[src/rtl/console_writer.sv]
// Text-console write engine: turns a character stream into glyph writes on the
// framestore write port, with cursor control, auto-wrap and circular scrolling.
module console_writer #(
    parameter int         COL_W    = 7,
    parameter int         ROW_W    = 6,
    parameter int         LINE_LEN = 80,
    parameter logic [7:0] FILL     = 8'h20
) (
    input  logic                   clk_p,
    input  logic                   rst,
    input  logic                   ch_valid,
    input  logic [7:0]             ch_data,
    output logic                   ch_ready,
    output logic [COL_W+ROW_W-1:0] mem_addr,
    output logic [7:0]             mem_wdata,
    output logic                   mem_we,
    output logic [COL_W-1:0]       cursor_col,
    output logic [ROW_W-1:0]       cursor_row,
    output logic [ROW_W-1:0]       top_row,
    output logic                   busy
);
    localparam int              AW       = COL_W + ROW_W;
    localparam logic [AW:0]     ALL_END  = (AW+1)'(1) << AW;
    localparam logic [AW:0]     LINE_END = (AW+1)'(1) << COL_W;
    localparam logic [COL_W:0]  LEN      = (COL_W+1)'(LINE_LEN);
    localparam logic [7:0]      FILL7    = {1'b0, FILL[6:0]};

    typedef enum logic [1:0] {CLEAR_ALL, IDLE, STEP, CLEAR_LINE} state_t;

    state_t           state, state_nx;
    logic [AW:0]      cnt, cnt_nx;
    logic [6:0]       chr, chr_nx;
    logic [COL_W-1:0] col_nx;
    logic [ROW_W-1:0] row_nx, top_nx, row_inc;
    logic [AW-1:0]    addr_nx;
    logic [7:0]       wdata_nx;
    logic             we_nx, nl;
    logic [COL_W:0]   col_inc, col_tab;
    logic             unused;

    assign unused   = ch_data[7];
    assign ch_ready = (state == IDLE);
    assign busy     = ~ch_ready;
    assign row_inc  = cursor_row + 1'b1;
    assign col_inc  = {1'b0, cursor_col} + (COL_W+1)'(1);
    assign col_tab  = ({1'b0, cursor_col} | (COL_W+1)'(7)) + (COL_W+1)'(1);

    function automatic logic printable(input logic [6:0] c);
        return (c >= 7'h20) && (c != 7'h7f);
    endfunction

    always_comb begin
        state_nx = state;
        cnt_nx   = cnt;
        chr_nx   = chr;
        col_nx   = cursor_col;
        row_nx   = cursor_row;
        top_nx   = top_row;
        addr_nx  = mem_addr;
        wdata_nx = mem_wdata;
        we_nx    = 1'b0;
        nl       = 1'b0;
        case (state)
            CLEAR_ALL, CLEAR_LINE: begin
                if (cnt == ((state == CLEAR_ALL) ? ALL_END : LINE_END)) begin
                    state_nx = IDLE;
                end else begin
                    we_nx    = 1'b1;
                    wdata_nx = FILL7;
                    addr_nx  = (state == CLEAR_ALL) ? cnt[AW-1:0]
                                                    : {cursor_row, cnt[COL_W-1:0]};
                    cnt_nx   = cnt + 1'b1;
                end
            end
            IDLE: begin
                if (ch_valid) begin
                    // The write is registered at acceptance so it lands in the STEP cycle.
                    chr_nx   = ch_data[6:0];
                    state_nx = STEP;
                    if (printable(ch_data[6:0])) begin
                        we_nx    = 1'b1;
                        addr_nx  = {cursor_row, cursor_col};
                        wdata_nx = {1'b0, ch_data[6:0]};
                    end else if (ch_data[6:0] == 7'h08 && cursor_col != '0) begin
                        we_nx    = 1'b1;
                        addr_nx  = {cursor_row, cursor_col - 1'b1};
                        wdata_nx = FILL7;
                    end
                end
            end
            STEP: begin
                state_nx = IDLE;
                if (printable(chr)) begin
                    if (col_inc == LEN) nl = 1'b1;
                    else                col_nx = col_inc[COL_W-1:0];
                end else begin
                    case (chr)
                        7'h0a: nl = 1'b1;
                        7'h0d: col_nx = '0;
                        7'h08: if (cursor_col != '0) col_nx = cursor_col - 1'b1;
                        7'h09: begin
                            if (col_tab >= LEN) nl = 1'b1;
                            else                col_nx = col_tab[COL_W-1:0];
                        end
                        7'h0c: begin
                            state_nx = CLEAR_ALL;
                            col_nx   = '0;
                            row_nx   = '0;
                            top_nx   = '0;
                            we_nx    = 1'b1;
                            addr_nx  = '0;
                            wdata_nx = FILL7;
                            cnt_nx   = (AW+1)'(1);
                        end
                        default: ;
                    endcase
                end
                if (nl) begin
                    col_nx = '0;
                    row_nx = row_inc;
                    // Screen full: recycle the new row and scroll the display window.
                    if (row_inc == top_row) begin
                        top_nx   = top_row + 1'b1;
                        state_nx = CLEAR_LINE;
                        we_nx    = 1'b1;
                        addr_nx  = {row_inc, {COL_W{1'b0}}};
                        wdata_nx = FILL7;
                        cnt_nx   = (AW+1)'(1);
                    end
                end
            end
            default: state_nx = CLEAR_ALL;
        endcase
    end

    always_ff @(posedge clk_p) begin
        if (rst) begin
            state      <= CLEAR_ALL;
            cnt        <= '0;
            chr        <= '0;
            cursor_col <= '0;
            cursor_row <= '0;
            top_row    <= '0;
            mem_we     <= 1'b0;
            mem_addr   <= '0;
            mem_wdata  <= FILL7;
        end else begin
            state      <= state_nx;
            cnt        <= cnt_nx;
            chr        <= chr_nx;
            cursor_col <= col_nx;
            cursor_row <= row_nx;
            top_row    <= top_nx;
            mem_we     <= we_nx;
            mem_addr   <= addr_nx;
            mem_wdata  <= wdata_nx;
        end
    end
endmodule

[config.mk]
export PLATFORM = sky130hd
export DESIGN_NAME = console_writer
export DESIGN_NICKNAME = d
export VERILOG_FILES = /design/src/rtl/console_writer.sv
export SDC_FILE = /design/constraint.sdc
export NUM_CORES = 1
export LEC_CHECK = 0
export BUFFER_PORTS_ARGS = -buffer_cell sky130_fd_sc_hd__clkbuf_2
export CORE_ASPECT_RATIO = 1.5
export CORE_MARGIN = 5
export CORE_UTILIZATION = 55
export DETAILED_ROUTE_END_ITERATION = 7
export MAX_ROUTING_LAYER = met4
export PLACE_DENSITY = 0.76
export SYNTH_ARGS = -nofsm -noshare
export SYNTH_HDL_FRONTEND = slang
export SYNTH_SLANG_ARGS = --single-unit
[constraint.sdc]
create_clock -name clk_p -period 3.06 [get_ports clk_p]
set_input_delay 0.612 -clock clk_p [delete_from_list [all_inputs] [get_ports clk_p]]
set_output_delay 0.612 -clock clk_p [all_outputs]
set_load 0.01 [all_outputs]
== Word level (Yosys, flattened, before mapping) ==
Cells that the tools add are included.

* Add/sub/neg operators: 6
* Multiply operators: 0
* Divide/modulo/power cells: 0
* Order comparisons: 3
* Equality and inequality tests: 22
* Shifts and indexed selects: 0
* Mux-type cells: 60
* Bitwise gates (word level): 1
* Reductions and logical operators: 16

{| class="wikitable"
|+ Operators with widths
! operator !! number
|-
| 13-bit 2-to-1 mux || 9
|-
| 14-bit 2-to-1 mux || 6
|-
| 8-bit 2-to-1 mux || 8
|-
| 7-bit by 4-bit == test with 1-bit output (second input constant) || 6
|-
| 6-bit 2-to-1 mux || 7
|-
| 13-bit one-hot mux with 3 select lines || 1
|-
| 7-bit 2-to-1 mux || 5
|-
| 14-bit one-hot mux with 2 select lines || 1
|-
| 8-bit one-hot mux with 3 select lines || 1
|-
| 7-bit one-hot mux with 3 select lines || 1
|-
| 7-bit by 1-bit adder with 8-bit output (second input constant) || 2
|-
| 14-bit by 1-bit adder with 14-bit output (second input constant) || 1
|-
| 14-bit == test || 1
|-
| 7-bit by 6-bit greater-or-equal comparator with 1-bit output (second input constant) || 2
|-
| 1-bit 2-to-1 mux || 14
|-
| 7-bit inequality test (second input constant) || 2
|-
| 6-bit by 1-bit adder with 6-bit output (second input constant) || 2
|-
| 8-bit by 7-bit == test with 1-bit output (second input constant) || 1
|-
| 8-bit by 7-bit greater-or-equal comparator with 1-bit output (second input constant) || 1
|-
| 2-bit 2-to-1 mux || 4
|-
| 4-bit inequality test (second input constant) || 2
|-
| 7-bit nonzero test || 1
|-
| 7-bit by 1-bit subtractor with 7-bit output (second input constant) || 1
|-
| 6-bit == test || 1
|-
| other kinds (18) || 28
|}

* Bits in registers: 64
* Latch bits: 0
* RAM bits: 0
* ROM bits: 0
* Bits of input ports: 11
* Output and inout bits: 43
* Logic and storage cells: 117
* Memories kept: 0

== Logic depth before layout (Yosys ltp) ==
* Word-level depth: 8
* Depth in mapped cells: 10
* Depth with buffers taken out: 9

== Least setup slack after synthesis ==
Ideal clock, no wire load.

* Path kind: input to register
* Start point: in ch_data[0]
* End point: reg mem_addr[3]
* Library setup time: 0.117 ns
* Arrival: 2.380 ns
* Required time: 2.943 ns
* Slack: 0.564 ns
* Stages: 8
* Buffers on the path: 1
* Cells stage by stage: or4b_1 a211oi_2 o311ai_2 a21oi_4 o31ai_4 and2_4 buf_6 a22o_1

* Word-level cells in the longest chain between the ends: 5
* Elaborated cells between the ends (all ways): 10
* Classes of those cells: order compare (1); eq/ne (3); mux (3); reduce/logical (3)

{| class="wikitable"
|+ Ends and longest elaborated chain
! item !! line !! source
|-
| start, declared || 12 || <nowiki>input logic [7:0] ch_data,</nowiki>
|-
| 7-bit by 6-bit greater-or-equal comparator with 1-bit output or 7-bit inequality test (tied branches) || 49 || <nowiki>return (c >= 7'h20) && (c != 7'h7f);</nowiki>
|-
| 1-bit logical AND || 49 ||
|-
| 13-bit 2-to-1 mux || 80 || <nowiki>if (printable(ch_data[6:0])) begin</nowiki>
|-
| 13-bit 2-to-1 mux || 76 || <nowiki>if (ch_valid) begin</nowiki>
|-
| 13-bit one-hot mux with 3 select lines || 63 || <nowiki>case (state)</nowiki>
|-
| end signal, assigned || 155 || <nowiki>mem_addr <= addr_nx;</nowiki>
|-
| end, declared || 14 || <nowiki>output logic [COL_W+ROW_W-1:0] mem_addr,</nowiki>
|}

Several ways; a longest one is shown, not always the timed one. The select of a mux whose other input is x is not followed.
A chain may end at the register's enable or synchronous reset.

== Worst setup path in the final report ==
* Start point: reg cursor_col[3]
* End point: reg cursor_row[2]

* Word-level cells in the longest chain between the ends: 8
* Elaborated cells between the ends (all ways): 13
* Classes of those cells: add/sub (2); order compare (1); eq/ne (2); mux (6); reduce/logical (2)

{| class="wikitable"
|+ Ends and longest elaborated chain
! item !! line !! source
|-
| start, declared || 17 || <nowiki>output logic [COL_W-1:0] cursor_col,</nowiki>
|-
| start signal, assigned || 151 || <nowiki>cursor_col <= col_nx;</nowiki>
|-
| 7-bit by 1-bit adder with 8-bit output || 46 || <nowiki>assign col_tab = ({1'b0, cursor_col} | (COL_W+1)'(7)) + (COL_W+1)'(1);</nowiki>
|-
| 8-bit by 7-bit greater-or-equal comparator with 1-bit output || 102 || <nowiki>if (col_tab >= LEN) nl = 1'b1;</nowiki>
|-
| 1-bit 2-to-1 mux || 102 ||
|-
| 1-bit one-hot mux with 2 select lines || 97 || <nowiki>case (chr)</nowiki>
|-
| 1-bit 2-to-1 mux * || 93 || <nowiki>if (printable(chr)) begin</nowiki>
|-
| 1-bit 2-to-1 mux * || 63 ||
|-
| 2-bit by 1-bit inequality test with 1-bit output (no line) or 2-bit nonzero test (tied branches) || - ||
|-
| 3-bit AND reduction (no line) || - ||
|-
| end signal, assigned || 152 || <nowiki>cursor_row <= row_nx;</nowiki>
|-
| end, declared || 18 || <nowiki>output logic [ROW_W-1:0] cursor_row,</nowiki>
|}

Mark *: on every way between the ends. The rest lies on a longest branch, timed or not. The select of a mux whose other input is x is not followed.

==> flow_summary.yaml <==
outcome:
  status: "finished clean"
cells_and_area:
  final_cells: 669
  finish.utilization_pct: 63.9
  multi_input_comb_area_sq_um: 2650
  final_area_sq_um: 4840
  syn_to_final_growth_pct: 13.7
  ff_latch_area_sq_um: 1280
  layout.nets: 585
  drive_gt1_share_pct: 19.6
  fillers: 664
  diodes: 0
logic_synthesis:
  synth.most_common_cell: "dfxtp_1"
  syn_area_sq_um: 4250
  synth_ff_type: "dfxtp_1"
  synth_edf_count: 0
  netlist_top_cells_area: "dfxtp_1 (30%), nand2_1 (4.9%), nor2_1 (4.3%)"
  yosysSeqAreaShare_pct: 30.1
  syn_nets: 538
  yosysUniqueCellTypes: 84
  netlist.area_leader.share_pct: 30.1
  yosys-top-cells-count: "dfxtp_1 (64), nand2_1 (56), nor2_1 (49)"
  yosysTopAreaCell: "dfxtp_1"
  synth_warnings: 0
  syn_area_per_cell_sq_um: 8.26
  netlist_instances: 515
  synth-async-reset-ratio_pct: 0
  synth-seq-cells: 64
setup_path:
  r2r_slack_ns: 0.29
  start_kind: "register"
  worstSetupEndpointType: "register"
  cpPeakStageDelay_ns: 0.54
  arrival_ns: 3.05
  worst_ep_required_time_ns: 3.34
  timing.rr.end: "cursor_row[2]$_SDFFE_PP0P_"
  crit_fanout: 12
  timing.rr.start: "cursor_col[3]$_SDFFE_PP0P_"
  r2r_cells: 8
  crit_chain: "ha_1, mux2_2, o32ai_1, o211ai_2, o21a_1, o21ai_1, a22oi_1, nor2_1"
  crit_type: "register to register"
  cp_slowest_cell: "dfxtp_1"
grt:
  grt_max_degree: 55
  grt_antenna_before_repair: 0
  track_usage_pct: 26.7
  grt_pass1_vias: 4080
  grt_pass1_wl_um: 19800
  overflow: 0
power:
  ir_worst_vdd_mv: 0.320
  power_density_nw_per_um2: 451
  p_leak_nw: 1.90
  finalPower_mw: 2.18
die:
  dieArea_sq_um: 9620
  fp.dieW_um: 81.8
  rows: 39
  pin_count: 54
  die_y_um: 118
  initial_core_util_pct: 56.2
  coreArea_sq_um: 7560
routing:
  drt_iter0_markers: 312
  dr_total_vias: 4309
  drcViolationCount: 0
  via_per_inst: 6.44
  drtPass1Iterations: 6
  avgRoutedWirePerCell_um: 18.2
  antenna_left: 0
  drt-total-wl_um: 12200
sta:
  fmax_mhz: 361
  fin_crit_sh_pct: 90.5
  holdWs_ns: 0.482
  rsz0062_at_grt: "no"
  worstMarginPinSlew_ns: 0.721
  timing.final.hold_violations: 0
  relSlewSlack_pct: 51.7
  tns_ns: 0
  fin_worst_skew_ns: 0.00896
  setup_viol: 0
  fin_crit_ns: 2.77
  setup_slack_ns: 0.290
  slew_violations: 0
min_path:
  min_to: "mem_wdata[0]$_SDFFE_PP0P_"
  hp-class: "register to register"
  worstHoldPathCells: 1
  hold_path.startpoint: "mem_wdata[0]$_SDFFE_PP0P_"
flow_run:
  maxCapViolCount: 0
clock_network:
  clk_latency_ns: 0.35
  clock-sinks: 64
  cts_htree_levels: 3
  hold_buffers: 0
  clockRootBuffer: "clkbuf_16"
  cts_buffers: 9
  cts_setup_buffers: 0
  cts_tree: "built"
  cts.path.max_buffers: 2
  path_clk_slew_ns: 0.06
  cts_resized: 0
place:
  dpl.cell_count: 653
  globalplace.congestion: 0.968
  placed_area_sq_um: 4530
  place_ws_ns: 0.312
  port_buffers: 52
  dpl.hpwl_um: 8930
[cells by family (layout without fill, tap and decap cells)]
logic type / count (synthesis) / count (layout) / synth area share, %
and+or+nand+nor: 195 / 195 / 23.6
AOI/OAI and AO/OA: 161 / 161 / 28.4
DFF: 64 / 64 / 30.1
buffers and inverters: 56 / 108 / 7.50
xor gates and xnor gates: 21 / 21 / 5.33
adders and majority gates: 12 / 12 / 3.53
muxes: 6 / 6 / 1.50
[worst max path at each step]
stage | from | to | slack [ns] | depth (start not counted)
CTS | cursor_col[1]$_SDFFE_PP0P_ | mem_addr[8]$_SDFFE_PP0P_ | 0.31 | 8
global placement | ch_data[0] | mem_wdata[1]$_SDFFE_PP0P_ | 0.36 | 8
floorplan | ch_data[0] | mem_addr[3]$_SDFFE_PP0P_ | 0.56 | 8
finish | cursor_col[3]$_SDFFE_PP0P_ | cursor_row[2]$_SDFFE_PP0P_ | 0.29 | 8
detailed placement | cursor_col[1]$_SDFFE_PP0P_ | mem_addr[8]$_SDFFE_PP0P_ | 0.31 | 8
global route | cursor_col[1]$_SDFFE_PP0P_ | mem_addr[7]$_SDFFE_PP0P_ | 0.09 | 8
[worst max-delay path: cells and delay by family, from the launching register on]
kind	cells	cell delay, ns
AO/OA/AOI/OAI	5	1.34
flip-flops	1	0.54
multiplexers	1	0.36
adder cells (fa/ha/maj)	1	0.35
AND/OR/NAND/NOR	1	0.10
[flip-flops by register name (all words and copies together) (netlist names)]
signal / cells
cursor_col: 7
cnt: 14
cursor_row: 6
mem_we: 1
chr: 7
top_row: 6
state: 2
mem_wdata: 8
mem_addr: 13
[layout make-up]
class | count | area share (%)
Inverter | 24 | 1.86
Multi-Input combinational cell | 395 | 54.8
Sequential cell | 64 | 26.5
Tap cell | 102 | 2.64
Clock buffer | 9 | 4.66
Timing Repair Buffer | 68 | 7.87
Clock inverter | 7 | 1.66
[layout by cell type (no fill, tap or decap), types with 9 or more instances in the layout]
| master | netlist | layout |
|---|---|---|
| a22oi_1 | 13 | 13 |
| a21oi_1 | 33 | 33 |
| clkbuf_2 | 0 | 52 |
| ha_1 | 12 | 12 |
| clkbuf_16 | 0 | 9 |
| o21ai_0 | 15 | 15 |
| buf_4 | 1 | 16 |
| nand3_1 | 14 | 14 |
| xnor2_1 | 13 | 13 |
| inv_1 | 24 | 24 |
| nand4_1 | 9 | 9 |
| nor3_1 | 17 | 17 |
| dfxtp_1 | 64 | 64 |
| nand2_1 | 56 | 56 |
| nor2_1 | 49 | 49 |
[routing by layer]
metal  global-route usage, %  part of all wire (%)
met1                    30.5                    39
met2                    43.9                    52
met3                    4.98                   5.5
met4                    12.9                   3.8
met5                       -                     0
[power breakdown]
part	internal (mW)	switching (mW)	leakage, nW
combinational	0.0847	0.154	1.24
clock	0.639	0.424	0.143
sequential	0.856	0.0233	0.517
total	1.58	0.602	1.90
Power figures use the tool's default switching activity.
